$ cat src/rtl/interrupt_unit_pkg.sv
// Shared constants for the interrupt unit: vector addresses, FSM encoding and
// the source-id width helper (NMI uses id = IRQ_LINES).
package interrupt_unit_pkg;

    localparam int          IRQ_LINES_DEF = 8;
    localparam logic [15:0] VEC_RST_DEF   = 16'hFFFE;
    localparam logic [15:0] VEC_NMI_DEF   = 16'hFFFC;
    localparam logic [15:0] VEC_IRQ0_DEF  = 16'hFFFA;

    typedef enum logic [1:0] {
        ST_RSTH = 2'd0,
        ST_IDLE = 2'd1,
        ST_REQ  = 2'd2,
        ST_ACKD = 2'd3
    } state_e;

    // One extra code point above the IRQ lines is reserved for the NMI id.
    function automatic int id_width(input int lines);
        return $clog2(lines + 1);
    endfunction

endpackage

$ cat src/rtl/interrupt_unit_prio.sv
// Combinational fixed-priority arbiter: NMI first, then the lowest-index
// maskable line, the latter only while GIE is set.
module irq_priority_encoder
    import interrupt_unit_pkg::*;
#(
    parameter int          IRQ_LINES = IRQ_LINES_DEF,
    parameter logic [15:0] VEC_NMI   = VEC_NMI_DEF,
    parameter logic [15:0] VEC_IRQ0  = VEC_IRQ0_DEF,
    parameter int          ID_W      = id_width(IRQ_LINES)
) (
    input  logic [IRQ_LINES-1:0] pend_i,
    input  logic                 nmi_pend_i,
    input  logic                 gie_i,
    output logic                 valid_o,
    output logic [ID_W-1:0]      id_o,
    output logic [15:0]          vec_o
);

    always_comb begin
        valid_o = 1'b0;
        id_o    = '0;
        vec_o   = VEC_IRQ0;
        // Scan downward so the lowest pending index is the last one written.
        if (gie_i) begin
            for (int k = IRQ_LINES - 1; k >= 0; k--) begin
                if (pend_i[k]) begin
                    valid_o = 1'b1;
                    id_o    = ID_W'(k);
                    vec_o   = VEC_IRQ0 - 16'(2 * k);
                end
            end
        end
        if (nmi_pend_i) begin
            valid_o = 1'b1;
            id_o    = ID_W'(IRQ_LINES);
            vec_o   = VEC_NMI;
        end
    end

endmodule

$ cat src/rtl/interrupt_unit.sv
// Interrupt/reset request source for the CAR select: edge-detects NMI/IRQ,
// holds pending flags, arbitrates and retires the serviced source on INTACK.
module interrupt_unit
    import interrupt_unit_pkg::*;
#(
    parameter int          IRQ_LINES = IRQ_LINES_DEF,
    parameter logic [15:0] VEC_RST   = VEC_RST_DEF,
    parameter logic [15:0] VEC_NMI   = VEC_NMI_DEF,
    parameter logic [15:0] VEC_IRQ0  = VEC_IRQ0_DEF
) (
    input  logic                 clk,
    input  logic                 rst,
    input  logic                 GIE,
    input  logic                 NMI,
    input  logic [IRQ_LINES-1:0] IRQ,
    input  logic                 INTACK,
    output logic                 RSTREQ,
    output logic                 INTREQ,
    output logic [15:0]          INTVEC,
    output logic [IRQ_LINES-1:0] IRQACK
);

    localparam int              ID_W   = id_width(IRQ_LINES);
    localparam logic [ID_W-1:0] NMI_ID = ID_W'(IRQ_LINES);

    state_e                state_q, state_d;
    logic                  rsth_first_q, rsth_first_d;
    logic                  nmi_q, nmi_pend_q, nmi_pend_d, nmi_clr;
    logic [IRQ_LINES-1:0]  irq_q, pend_q, pend_d, clr;
    logic [ID_W-1:0]       id_q, id_d;
    logic [15:0]           vec_q, vec_d;
    logic                  intreq_q, intreq_d, rstreq_q, rstreq_d;
    logic [IRQ_LINES-1:0]  irqack_q, irqack_d;

    logic                  win_valid;
    logic [ID_W-1:0]       win_id;
    logic [15:0]           win_vec;

    irq_priority_encoder #(
        .IRQ_LINES (IRQ_LINES),
        .VEC_NMI   (VEC_NMI),
        .VEC_IRQ0  (VEC_IRQ0),
        .ID_W      (ID_W)
    ) u_prio (
        .pend_i     (pend_q),
        .nmi_pend_i (nmi_pend_q),
        .gie_i      (GIE),
        .valid_o    (win_valid),
        .id_o       (win_id),
        .vec_o      (win_vec)
    );

    always_ff @(posedge clk) begin
        if (rst) begin
            state_q      <= ST_RSTH;
            rsth_first_q <= 1'b1;
            nmi_q        <= 1'b0;
            irq_q        <= '0;
            nmi_pend_q   <= 1'b0;
            pend_q       <= '0;
            id_q         <= '0;
            vec_q        <= VEC_RST;
            intreq_q     <= 1'b0;
            rstreq_q     <= 1'b1;
            irqack_q     <= '0;
        end else begin
            state_q      <= state_d;
            rsth_first_q <= rsth_first_d;
            nmi_q        <= NMI;
            irq_q        <= IRQ;
            nmi_pend_q   <= nmi_pend_d;
            pend_q       <= pend_d;
            id_q         <= id_d;
            vec_q        <= vec_d;
            intreq_q     <= intreq_d;
            rstreq_q     <= rstreq_d;
            irqack_q     <= irqack_d;
        end
    end

    // RSTH is held for one extra edge after reset release.
    always_comb begin
        state_d      = state_q;
        rsth_first_d = 1'b0;
        unique case (state_q)
            ST_RSTH: if (!rsth_first_q) state_d = ST_IDLE;
            ST_IDLE: if (win_valid) state_d = ST_REQ;
            ST_REQ: begin
                if (INTACK)          state_d = ST_ACKD;
                else if (!win_valid) state_d = ST_IDLE;
            end
            ST_ACKD: state_d = ST_IDLE;
            default: state_d = ST_RSTH;
        endcase
    end

    always_comb begin
        id_d     = id_q;
        vec_d    = vec_q;
        irqack_d = '0;
        nmi_clr  = 1'b0;
        unique case (state_q)
            ST_IDLE: begin
                if (win_valid) begin
                    id_d  = win_id;
                    vec_d = win_vec;
                end
            end
            ST_REQ: begin
                if (INTACK) begin
                    if (id_q == NMI_ID) begin
                        nmi_clr = 1'b1;
                    end else begin
                        for (int k = 0; k < IRQ_LINES; k++)
                            irqack_d[k] = (id_q == ID_W'(k));
                    end
                end else if (win_valid) begin
                    id_d  = win_id;
                    vec_d = win_vec;
                end
            end
            default: ;
        endcase
        clr      = irqack_d;
        // A fresh rising edge outranks the clear from the acknowledge.
        pend_d     = (pend_q & ~clr) | (IRQ & ~irq_q);
        nmi_pend_d = (nmi_pend_q & ~nmi_clr) | (NMI & ~nmi_q);
        intreq_d   = (state_d == ST_REQ);
        rstreq_d   = (state_d == ST_RSTH);
    end

    assign RSTREQ = rstreq_q;
    assign INTREQ = intreq_q;
    assign INTVEC = vec_q;
    assign IRQACK = irqack_q;

endmodule

$ cat config.mk
export PLATFORM = sky130hd
export DESIGN_NAME = interrupt_unit
export DESIGN_NICKNAME = d
export VERILOG_FILES = /design/src/rtl/interrupt_unit_pkg.sv /design/src/rtl/interrupt_unit_prio.sv /design/src/rtl/interrupt_unit.sv
export SDC_FILE = /design/constraint.sdc
export NUM_CORES = 1
export LEC_CHECK = 0
export ABC_CLOCK_PERIOD_IN_PS = 1400
export CAP_MARGIN = 20
export CORE_AREA = 2 2 64 66
export DETAILED_ROUTE_END_ITERATION = 10
export DIE_AREA = 0 0 66 68
export GPL_TIMING_DRIVEN = 0
export PLACE_DENSITY_LB_ADDON = 0.15
export REMOVE_ABC_BUFFERS = 1
export SETUP_SLACK_MARGIN = 0.02
export SKIP_CTS_REPAIR_TIMING = 1
export SLEW_MARGIN = 20
export SYNTH_ARGS = -nofsm -noshare
export SYNTH_HDL_FRONTEND = slang
export SYNTH_SLANG_ARGS = --single-unit
$ cat constraint.sdc
create_clock -name clk -period 1.4 [get_ports clk]
set_input_delay 0.14 -clock clk [delete_from_list [all_inputs] [get_ports clk]]
set_output_delay 0.14 -clock clk [all_outputs]
set_load 0.02 [all_outputs]
==> results of run 1 <==
-- placed cells by master, fill, tap and decap left out, types with 5 or more instances in the layout --
cell type	netlist	final
clkbuf_8	0	6
dlymetal6s2s_1	0	6
o21ai_0	11	7
nor3_2	1	5
nand2_1	7	7
nor2_1	9	9
nand2b_1	13	13
conb_1	2	12
nor2b_1	11	11
a21oi_1	13	13
clkdlybuf4s50_1	0	19
dfxtp_1	39	35
-- final cells by class --
class / count / area share [%]
clock buffers: 6 / 4.042
repair buffers: 30 / 15.06
well taps: 50 / 3.062
flip-flops and latches: 39 / 38.46
multi-input cells: 117 / 38.40
clock inverters: 1 / 0.2449
inverters: 4 / 0.7348
-- synthesized netlist by cell type (3+ instances only) --
master     n
dfxtp_1   39
a21oi_1   13
nand2b_1  13
buf_4     12
nor2b_1   11
o21ai_0   11
clkbuf_1   9
nor2_1     9
nand2_1    7
nor3_1     7
inv_1      4
mux2i_1    3
o31ai_1    3
-- flip-flops by register name, indices dropped and copies added (netlist names) --
name,cells
state_q,2
RSTREQ,1
pend_q,8
INTREQ,1
IRQACK,8
nmi_q,1
id_q,4
INTVEC,4
nmi_pend_q,1
irq_q,8
rsth_first_q,1
-- report_power, final --
group | total [mW] | internal, mW | switching (mW)
Combinational | 0.341 | 0.153 | 0.188
Sequential | 1.22 | 1.17 | 0.0516
Clock | 0.748 | 0.386 | 0.362
-- metrics by stage --
step	worst slack, ns	instance area [sq um]	total power, mW
after global placement	-0.9618	1822	1.552
after global routing	-0.2311	2043	2.423
final	-0.2028	2043	2.312
after detailed placement	-1.051	1822	1.561
after floorplan	-0.08800	1499	1.439
after CTS	-0.7734	1909	2.309
-- worst paths after layout --
check	start	end	slack (ns)	depth (start not counted)
setup / recovery	GIE	id_q[2]	-0.20	5
hold / removal	rst	rsth_first_q	0.33	1
hold reg to reg	irq_q[6]	pend_q[6]	0.47	2
setup reg to reg	pend_q[0]	id_q[2]	-0.20	4
-- routing by layer --
metal	share of wire [%]	vias up	GRT usage, %
li1	-	619	-
met1	43	564	16.02
met2	49	34	23.74
met3	5.5	7	6.086
met4	2.2	0	8.929
met5	0	-	0
-- worst max-delay path: cells and delay by family --
kind                   cells  cell delay (ns)
AO/OA/AOI/OAI              2             0.65
buffers and inverters      1             0.58
AND/OR/NAND/NOR            2             0.46
-- cells by family (layout without fill, tap and decap cells) --
kind of cell	count (synthesis)	after routing	synth area share [%]
multiplexers	3	3	1.894
AO/OA/AOI/OAI	40	40	16.58
flip-flops	39	39	49.25
AND/OR/NAND/NOR	62	62	23.05
other	2	12	0.4737
buffers and inverters	25	41	8.761
==> flow_summary.yaml, run 1 <==
routing:
  drtPass1Iterations: 4
  antenna_left: 0
  wl_per_cell_microns: 12.99
  wirelength_microns: 3209
  via_per_inst: 4.955
  route.detailed.drc: 0
  vias: 1224
  drt_iter0_drc: 72
final_layout:
  layout.nets: 210
  seq_area_sq_um: 785.8
  n_antenna_cell: 0
  fin_cells: 247
  drive_gt1_share_pct: 19.29
  fill_cells: 368
  area_growth_pct: 28.89
  final_core_util_pct: 52.99
  multi_input_area_sq_um: 784.5
clock_network:
  cts.clk_slew.worst_paths_ns: 0.07
  cts_sinks: 39
  numCtsBuffers: 5
  clock_path_buffers: 2
  root_buffer: "clkbuf_8"
  h-tree-depth: 2
  insertion_delay_ns: 0.29
  cts_tree: "yes"
power_and_ir_drop:
  power_density_mw_per_mm2: 1131
  ir_drop_v: 0.0004986
  p_leak_nw: 0.7783
worst_setup_path:
  criticalPathCategory: "in2reg"
  critPathRequiredTime_ns: 1.64
  endpoint_kind: "flop"
  startpoint_type: "input pin"
  slowest_delay_ns: 0.58
  path_cells: "clkdlybuf4s50_1 -> nor3b_2 -> nand2_1 -> a2111oi_1 -> a31o_1"
  arrival_ns: 1.84
  cp_slowest_cell: "clkdlybuf4s50_1"
  path_max_fanout: 4
timing:
  fin_ws_ns: -0.2028
  worst_pin_slew_ns: 0.6848
  fmax_mhz: 623.9
  setup-violations-final: 16
  fin_skew_ns: 0.006058
  period_share_pct: 114.5
  finalHoldViolCount: 0
  tns_ns: -1.792
  finalCriticalPeriod_ns: 1.603
  slew_viol_final: 0
  rsz0062_at_grt: "true"
  slew_headroom_pct: 54.35
  hold-worst-slack_ns: 0.3295
global_route:
  grt_remaining_overflow: 0
  grt_max_degree: 36
  grt_use_total_pct: 14.62
  grt_pass1_vias: 1115
  grt_pass1_wl_microns: 4878
  antenna_found_initial: 0
die:
  initial_utilization_pct: 41.11
  core_sq_mm: 0.003856
  io_pins: 39
  fp.dieH_microns: 68
  die_w_microns: 66
  floorplan.die_area_sq_mm: 0.004488
  fp-row-count: 23
placed_design:
  dpl.cell_count: 236
  portBuffers: 26
  globalplace.congestion: 0.9004
  dp_hpwl_microns: 2179
logic_synthesis:
  netlist_area_sq_mm: 0.001585
  synth_edf_count: 0
  synthTopCellsByArea: "dfxtp_1 (49%), buf_4 (5.7%), nand2b_1 (5.1%)"
  yosysTopAreaCellShare_pct: 49.25
  async_flop_share_pct: 0
  ys_seq_area_share_pct: 49.25
  ys.flop_type: "dfxtp_1"
  synth_cell_types: 35
  synth_area_per_cell_sq_um: 9.271
  ys_ff_latch: 39
  syn_inst: 171
  netlist.top_cell.by_area: "dfxtp_1"
  yosys_warnings: 0
flow_run:
  maxCapViolations: 0
run_status:
  outcome: "finished with violations"
  failed_checks: "negative setup slack"
min_path:
  hold_path_class: "in2reg"
(Power assumes the default switching activity.)
==> inputs of run 2 (changes only) <==
- ABC_AREA: not set -> 1
==> flow_summary.yaml, run 2 <==
global_route:
  grt_pass1_vias: 1038
  gr-max-usage-layer: "met2"
  grt_util_met3_pct: 3.618
  grt_use_total_pct: 13.04
  met1_usage_pct: 15.51
  grt_pass1_wl_microns: 4298
  grt_remaining_overflow: 0
  antenna_found_initial: 0
  grt_util_met2_pct: 20.83
  grt_max_degree: 37
timing:
  fmax_mhz: 749.1
  slew_headroom_pct: 57.51
  finalHoldViolCount: 0
  setup-violations-final: 0
  period_share_pct: 95.36
  worst_pin_slew_ns: 0.6373
  rsz0062_at_grt: "true"
  finalCriticalPeriod_ns: 1.335
  slew_viol_final: 0
  fin_ws_ns: 0.06499
  fin_skew_ns: 0.004929
logic_synthesis:
  synth_area_per_cell_sq_um: 7.704
  synth.top_cells.by_count: "nor2_1 (43), dfxtp_1 (39), nand2_1 (29), inv_1 (27), a21oi_1 (13)"
  ys.flop_type: "dfxtp_1"
  yosys_warnings: 0
  yosysMostFrequentCell: "nor2_1"
  async_flop_share_pct: 0
  ys_seq_area_share_pct: 49.92
  yosysTopAreaCellShare_pct: 49.92
  ys_ff_latch: 39
  synth_edf_count: 0
  syn_inst: 203
  netlist_area_sq_mm: 0.001564
  synth_cell_types: 24
  synthTopCellsByArea: "dfxtp_1 (50%), nor2_1 (10%), nand2_1 (7.0%)"
  netlist.top_cell.by_area: "dfxtp_1"
final_layout:
  n_antenna_cell: 0
  fill_cells: 409
  layout_common_cells: "nor2_1 (42), dfxtp_1 (38), nand2_1 (27), inv_1 (27), clkdlybuf4s50_1 (20)"
  drive_gt1_share_pct: 14.10
  layout_commonest_cell: "nor2_1"
  area_growth_pct: 28.88
  fin_cells: 284
  fin_area_sq_mm: 0.002016
  seq_area_sq_um: 782.0
  multi_input_area_sq_um: 638.1
  layout.nets: 246
worst_setup_path:
  arrival_ns: 1.20
  criticalPathCategory: "reg2out"
  startpoint_type: "flop"
  r2r_start: "pend_q[3]"
  path_cells: "clkdlybuf4s50_1"
  path_buf_inv: 1
  endpoint: "IRQACK[5]"
  endpoint_kind: "output pin"
  crit_start: "IRQACK[5]"
  cp.depth: 1
  slowest_delay_ns: 0.59
  cp_slowest_cell: "clkdlybuf4s50_1"
  r2r-end: "id_q[1]"
  path_max_fanout: 1
  critPathRequiredTime_ns: 1.26
  reg2reg_depth: 8
  cp_top_family: "buffers and inverters"
  r2r_slack_ns: 0.13
routing:
  antenna_left: 0
  wl_per_cell_microns: 9.335
  via_per_inst: 4.271
  drtPass1Iterations: 4
  route.detailed.drc: 0
  vias: 1213
  wirelength_microns: 2651
  drt_iter0_drc: 31
placed_design:
  dpl.cell_count: 272
  portBuffers: 26
  globalplace.congestion: 0.7747
  placed_area_sq_mm: 0.001802
  pre_cts_slack_ns: -0.2364
  dp_hpwl_microns: 1899
min_path:
  whs_path_depth: 1
  hold_start: "rst"
  hold_path_class: "in2reg"
clock_network:
  numCtsBuffers: 5
  root_buffer: "clkbuf_8"
  cts.clk_slew.worst_paths_ns: 0.07
  insertion_delay_ns: 0.29
  h-tree-depth: 2
  clock_path_buffers: 2
  cts_sinks: 39
  cts_tree: "yes"
power_and_ir_drop:
  power_density_mw_per_mm2: 1279
  p_leak_nw: 0.9260
  power_mw: 2.577
  ir_drop_v: 0.0006631
run_status:
  outcome: "finished, final reports clean"
die:
  io_pins: 39
  fp-row-count: 23
  initial_utilization_pct: 40.56
  floorplan.die_area_sq_mm: 0.004488
  fp.dieH_microns: 68
  die_w_microns: 66
  core_sq_mm: 0.003856
flow_run:
  maxCapViolations: 0
==> run 2: layout make-up <==
cell class | count | share of cell area [%]
tap | 50 | 3.104
timing repair buffer | 30 | 15.39
multi-input combinational | 129 | 31.66
inverter | 28 | 5.214
clock buffer | 6 | 4.097
sequential | 39 | 38.80
clock inverter | 2 | 1.738
==> run 2: logic make-up (layout without fill, tap and decap cells) <==
family / Yosys count / count (layout) / share of synthesized area (%)
AND/OR/NAND/NOR: 91 / 91 / 26.08
other: 2 / 12 / 0.4802
buffers and inverters: 45 / 66 / 14.24
AO/OA/AOI/OAI: 26 / 26 / 9.281
flip-flops: 39 / 39 / 49.92
==> run 2: how the worst min path moves through the flow <==
stage | end | slack, ns
3_5_place_dp | nmi_pend_q | 0.43
5_1_grt | rsth_first_q | 0.34
2_1_floorplan | rsth_first_q | 0.17
3_3_place_gp | nmi_pend_q | 0.42
6_report | rsth_first_q | 0.31
4_1_cts | rsth_first_q | 0.30
==> run 2: stage by stage <==
stage,TNS (ns),util [%],hold slack [ns]
floorplan,0,-,0.1677
global placement,-16.16,46.85,0.4169
detailed placement,-2.253,46.72,0.4314
CTS,-0.01355,49.77,0.3049
global route,-0.001238,52.27,0.3371
finish,0,52.27,0.3121
==> run 2: layer usage <==
| metal | vias up | wire length (microns) |
|---|---|---|
| met2 | 33 | 1170 |
| met5 | - | 0 |
| met1 | 523 | 1259 |
| li1 | 651 | - |
| met4 | 0 | 47 |
| met3 | 6 | 174 |
==> run 2: power breakdown <==
group          internal, mW  switching, mW  total (mW)
Clock                 0.576          0.377       0.954
Sequential             1.18         0.0540        1.24
Combinational         0.168          0.221       0.389
Total                  1.92          0.652        2.58
